<file path="src/rtl/bcd_stopwatch_ctrl.sv">
// BCD stopwatch controller: IDLE/RUN/PAUSE sequencer driving a prescaled
// cascade of decade digits, with a lap freeze register and a sticky
// overflow flag.
//
// Command interface: start/stop/clear/lap are level-sampled strobes, one
// action per rising edge. There is no handshake and no back-pressure.
// Priority is clear > stop > start, so a stop blocks a simultaneous start
// in every state.
module bcd_stopwatch_ctrl #(
  parameter int DIGITS   = 4,
  parameter int PRESCALE = 10
) (
  input  logic                clock,
  input  logic                reset,
  input  logic                start,
  input  logic                stop,
  input  logic                clear,
  input  logic                lap,
  output logic [4*DIGITS-1:0] display,
  output logic                running,
  output logic                overflow,
  output logic [1:0]          state_dbg
);

  localparam int PW = (PRESCALE > 1) ? $clog2(PRESCALE) : 1;
  localparam logic [PW-1:0] PRE_LAST = PW'(PRESCALE - 1);

  typedef enum logic [1:0] {
    S_IDLE  = 2'd0,
    S_RUN   = 2'd1,
    S_PAUSE = 2'd2
  } state_t;

  state_t              state_q, state_d;
  logic [PW-1:0]       presc_q, presc_d;
  logic [4*DIGITS-1:0] cnt_q, cnt_d;
  logic [4*DIGITS-1:0] lap_q, lap_d;
  logic                hold_q, hold_d;
  logic                ovf_q, ovf_d;
  logic                running_q, running_d;
  logic [4*DIGITS-1:0] cnt_inc;
  logic                all_nines;
  logic                tick;

  // A tick fires on the last prescaler phase while running.
  assign tick = (state_q == S_RUN) && (presc_q == PRE_LAST);

  // Ripple a +1 through the decade digits; the final carry means all were 9.
  always_comb begin : incrementer
    logic carry;
    cnt_inc = cnt_q;
    carry   = 1'b1;
    for (int i = 0; i < DIGITS; i++) begin
      if (carry) begin
        if (cnt_q[4*i +: 4] == 4'd9) begin
          cnt_inc[4*i +: 4] = 4'd0;
        end else begin
          cnt_inc[4*i +: 4] = cnt_q[4*i +: 4] + 4'd1;
          carry             = 1'b0;
        end
      end
    end
    all_nines = carry;
  end

  // Next-state logic for the sequencer, prescaler, digits, lap and overflow.
  always_comb begin : next_state
    state_d = state_q;
    presc_d = presc_q;
    cnt_d   = cnt_q;
    lap_d   = lap_q;
    hold_d  = hold_q;
    ovf_d   = ovf_q;
    if (clear) begin
      // Clear wins over everything, including a tick at this edge.
      state_d = S_IDLE;
      presc_d = '0;
      cnt_d   = '0;
      lap_d   = '0;
      hold_d  = 1'b0;
      ovf_d   = 1'b0;
    end else begin
      // The prescaler only advances when the pre-edge state is RUN.
      if (state_q == S_RUN) begin
        presc_d = tick ? '0 : presc_q + 1'b1;
      end
      if (tick) begin
        cnt_d = cnt_inc;
        if (all_nines) begin
          ovf_d = 1'b1;
        end
      end
      // Lap freezes the pre-edge count, so a coincident tick is not captured.
      if (lap && (state_q != S_IDLE)) begin
        hold_d = ~hold_q;
        if (!hold_q) begin
          lap_d = cnt_q;
        end
      end
      if (stop) begin
        if (state_q == S_RUN) begin
          state_d = S_PAUSE;
        end
      end else if (start && (state_q != S_RUN)) begin
        state_d = S_RUN;
      end
    end
    running_d = (state_d == S_RUN);
  end

  // State registers with asynchronous reset to the idle, zeroed condition.
  always_ff @(posedge clock or posedge reset) begin
    if (reset) begin
      state_q   <= S_IDLE;
      presc_q   <= '0;
      cnt_q     <= '0;
      lap_q     <= '0;
      hold_q    <= 1'b0;
      ovf_q     <= 1'b0;
      running_q <= 1'b0;
    end else begin
      state_q   <= state_d;
      presc_q   <= presc_d;
      cnt_q     <= cnt_d;
      lap_q     <= lap_d;
      hold_q    <= hold_d;
      ovf_q     <= ovf_d;
      running_q <= running_d;
    end
  end

  assign display   = hold_q ? lap_q : cnt_q;
  assign running   = running_q;
  assign overflow  = ovf_q;
  assign state_dbg = state_q;

endmodule

</file>
<file path="config.mk">
export PLATFORM = sky130hd
export DESIGN_NAME = bcd_stopwatch_ctrl
export DESIGN_NICKNAME = d
export VERILOG_FILES = /design/src/rtl/bcd_stopwatch_ctrl.sv
export SDC_FILE = /design/constraint.sdc
export NUM_CORES = 1
export LEC_CHECK = 0
export CAP_MARGIN = 20
export CORE_MARGIN = 2
export CORE_UTILIZATION = 55
export DETAILED_ROUTE_END_ITERATION = 7
export GPL_ROUTABILITY_DRIVEN = 1
export MAX_ROUTING_LAYER = met4
export PLACE_DENSITY = 0.88
export SYNTH_ARGS = -nofsm -noshare
export SYNTH_HDL_FRONTEND = slang
export SYNTH_SLANG_ARGS = --single-unit
</file>
<file path="constraint.sdc">
create_clock -name clock -period 3.3 [get_ports clock]
set_input_delay 0.66 -clock clock [delete_from_list [all_inputs] [get_ports clock]]
set_output_delay 0.66 -clock clock [all_outputs]
set_load 0.02 [all_outputs]
</file>
==> metrics.md <==
| Metric | Value |
|---|---|
| CP max-delay cell | `dfrtp_1` |
| Die W | `~67 um` |
| DRT iter0 DRCs | `85` |
| CP Data Arrival Time | `approximately 2.1 ns` |
| F_max | `around 360 MHz` |
| First-pass GRT wire length | `around 6.7 mm` |
| Metal-1 WL | `approximately 1.8 mm` |
| Core area | `slightly below 4000 um2` |
| IO Port Bufs | `25` |
| Critical path fanouts, max | `21` |
| Post-CTS Setup Bufs | `0` |
| Top sig layer | `met4` |
| Synth Area in Simple Gates | `0.195` |
| Placed instance count | `287` |
| Post-DR vias/cell | `between 5 and 6` |
| Worst hold path startpoint | `lap_q[5]$_DFFE_PP0P_` |
| Relative slew slack | `0.480` |
| Req. time, crit path | `2.64 ns` |
| Setup_tns | `0 ns` |
| Largest family of logic cells by synthesized area | `simple AND/OR/NAND/NOR gates` |
| Die area | `4530 um2` |
| Number of setup violations in the final report | `0` |
| CP endpoint kind | `output port` |
| Mux cell area share after synthesis | `0.143` |
| Post-synthesis xor/xnor area fraction | `0.0159` |
| Maximum resistive drop on vdd | `between 0.2 and 0.3 mV` |
| Area share of the largest cell type after synthesis | `0.465` |
| Hold-critical path depth | `2` |
| Number of max-cap violations | `0` |
| Cells on worst reg2reg path | `6` |
| Worst Max-Slew Pin Slew | `around 0.78 ns` |
| Largest net degree at the start of global routing | `42` |
| Status | `completed` |
| Area leader, netlist | `dfrtp_1` |
| Average cell area after synthesis | `~10 um2` |
| DP Area | `2500 um2` |
| CTS resizes | `0` |
| Clk slew on worst S/H paths | `about 0.080 ns` |
| Final hold violation count | `0` |
| Cell Chain, Critical Path | `mux2_2 -> clkdlybuf4s50_1` |
| Reg-to-reg startpoint | `cnt_q[1]$_DFFE_PP0P_` |
| Final-stage net count | `260` |
| Chip Height | `67.3 um` |
| DPL Wire Length | `around 2.9 mm` |
| Slew Limit Fails | `0` |
| # clock sinks | `just over 40` |
| Synth-to-Final Area Change | `17.9%` |
| Placer congestion estimate | `0.784` |
| Utilization after layout | `0.664` |
| Top cells by area, synth | `dfrtp_1 (47%), mux2i_1 (8.2%), mux2_2 (6.1%)` |
| Hold-fix buffers at CTS | `0` |
| Fill count | `between 300 and 400` |
| Post-Synth Adder-Cell Area | `0.0568` |
| RSZ-0062 raised after global routing | `no` |
| Placement row count | `23` |
| H-Tree Depth | `2` |
| Io pins | `26` |
| Compound-Gate Fraction of Synth Area | `0.0868` |
| CTS max path bufs | `2` |
| Post-Route WL | `about 4.1 mm` |
| Final non-filler cell total | `295` |
| Initial Util | `0.563` |
| First drt pass iteration count | `4` |
| Syn_nets | `about 240` |
| Reg2Reg Capture Point | `cnt_q[14]$_DFFE_PP0P_` |
| Root Buffer | `clkbuf_8` |
| Crit Path Class | `reg2out` |
| Syn Std Cell Area | `2200 um2` |
| Initial antenna violation count | `0` |
| Final Cycle Share | `0.842` |
| Met2 routed WL | `approximately 2.0 mm` |
| GRT Overall Usage | `0.204` |
| Post-synthesis sequential area ratio | `0.465` |
| Share of cells above drive strength 1 | `0.102` |
| Final Cell Area | `2600 um2` |
| Pwr dens | `approximately 360 nW/um2` |
| Period minus WS final | `~2.8 ns` |
| GRT overflow | `0` |
| Leak | `1.13 nW` |
| Syn. warnings | `0` |
| Worst path max stage delay | `about 0.86 ns` |
| FF+latch count, synth | `a little over 40` |
| Drc violations | `0` |
| Hold Path End | `lap_q[5]$_DFFE_PP0P_` |
| WL met3 | `138 um` |
| Startpoint Class | `register` |
| Hold Crit Class | `reg2reg` |
| Post-Route Skew | `around 0.0049 ns` |
| N_diodes | `0` |
| Antenna-violating nets left | `0` |
| Number of global-route vias before repair | `about 1,600` |
| CTS tree | `yes` |
| Via count | `1,678` |
| Worst-Skew Late Latency | `between 0.2 and 0.3 ns` |
| Routed len/inst | `~14 um` |
| Distinct cells, synth | `33` |
| Post-synthesis cell count | `around 220` |
| CTS buffer count | `5` |
| Pwr Total | `931 uW` |
| R2R Setup Slk | `between 1 and 1.5 ns` |
==> Yosys cell counts <==
| library cell | instances |
|---|---|
| mux2i_1 | 18 |
| nand3b_1 | 1 |
| nor2_1 | 24 |
| ha_1 | 10 |
| xor2_1 | 1 |
| nand4_1 | 2 |
| o21bai_1 | 1 |
| and2_1 | 1 |
| a311oi_1 | 1 |
| or4_1 | 2 |
| xnor2_1 | 3 |
| nor3_1 | 3 |
| nor4_1 | 2 |
| inv_1 | 11 |
| o21ai_0 | 12 |
| nand4b_4 | 1 |
| nand2b_1 | 2 |
| or2b_1 | 1 |
| a31o_2 | 1 |
| nor2b_1 | 4 |
| a21oi_1 | 18 |
| buf_2 | 3 |
| and3b_1 | 4 |
| a41oi_1 | 1 |
| clkbuf_1 | 7 |
| nand4bb_1 | 2 |
| o21a_1 | 1 |
| nand3_1 | 5 |
| dfrtp_1 | 41 |
| or3_1 | 9 |
| nand2_1 | 14 |
| mux2_2 | 12 |
| and4b_1 | 1 |
==> worst max-delay path, delay by kind of cell, from the launching register on <==
| kind | cells | cell delay, ns |
|---|---|---|
| muxes | 1 | 0.42 |
| buffers and inverters | 1 | 0.54 |
| DFF | 1 | 0.86 |
==> layout make-up <==
class / count / area (um2) / share of cell area
inverters: 11 / 41.3 / 0.0159
well taps: 50 / 62.6 / 0.0241
flip-flops and latches: 41 / 1030 / 0.395
clock buffers: 7 / 96.3 / 0.0371
multi-input cells: 157 / 1100 / 0.422
clock inverters: 1 / 5.00 / 0.00192
repair buffers: 28 / 273 / 0.105
==> routing by layer <==
metal,up-vias,GRT usage
met1,827,0.241
met3,8,0.0617
met2,30,0.327
met5,-,-
li1,813,-
met4,0,0.0816
==> layout by cell type (no fill, tap or decap), types with 3 or more instances in the layout <==
cell type and n:
dfrtp_1 41, clkdlybuf4s50_1 25, nor2_1 24, mux2i_1 18, a21oi_1 18, nand2_1 14, o21ai_0 12, mux2_2 12
inv_1 11, ha_1 10, or3_1 9, clkbuf_8 7, nand3_1 5, and3b_1 4, nor2b_1 4, xnor2_1 3
nor3_1 3, buf_4 3
==> state kept, by name, indices dropped and copies added (netlist names) <==
signal	flops
hold_q	1
presc_q	4
lap_q	16
state_dbg	2
running	1
overflow	1
cnt_q	16
==> metrics by stage <==
stage / hold WS (ns) / setup WS, ns
floorplan: 0.480 / 1.52
detailed placement: 0.505 / 0.820
CTS: 0.527 / 0.480
finish: 0.524 / 0.521
global route: 0.535 / 0.389
global placement: 0.496 / 0.856
==> logic make-up after synthesis <==
kind of cell               count (synthesis)
adders and majority gates                 10
and+or+nand+nor                           78
DFF                                       41
AOI/OAI and AO/OA                         35
muxes                                     30
buffers and inverters                     21
xor gates and xnor gates                   4
==> how the worst max path moves through the flow <==
stage,start,endpoint,cells past startpoint
floorplan,hold_q$_DFFE_PP0P_,display[13],2
global placement,hold_q$_DFFE_PP0P_,display[15],2
detailed placement,hold_q$_DFFE_PP0P_,display[3],2
CTS,hold_q$_DFFE_PP0P_,display[3],2
global route,hold_q$_DFFE_PP0P_,display[1],3
finish,hold_q$_DFFE_PP0P_,display[3],2
==> where the power goes <==
group	switching [mW]	leakage (nW)	internal [mW]
combinational	0.0314	0.501	0.0242
clock	0.169	0.0542	0.189
sequential	0.0109	0.571	0.506
total	0.212	1.13	0.719
(Power assumes the default switching activity.)
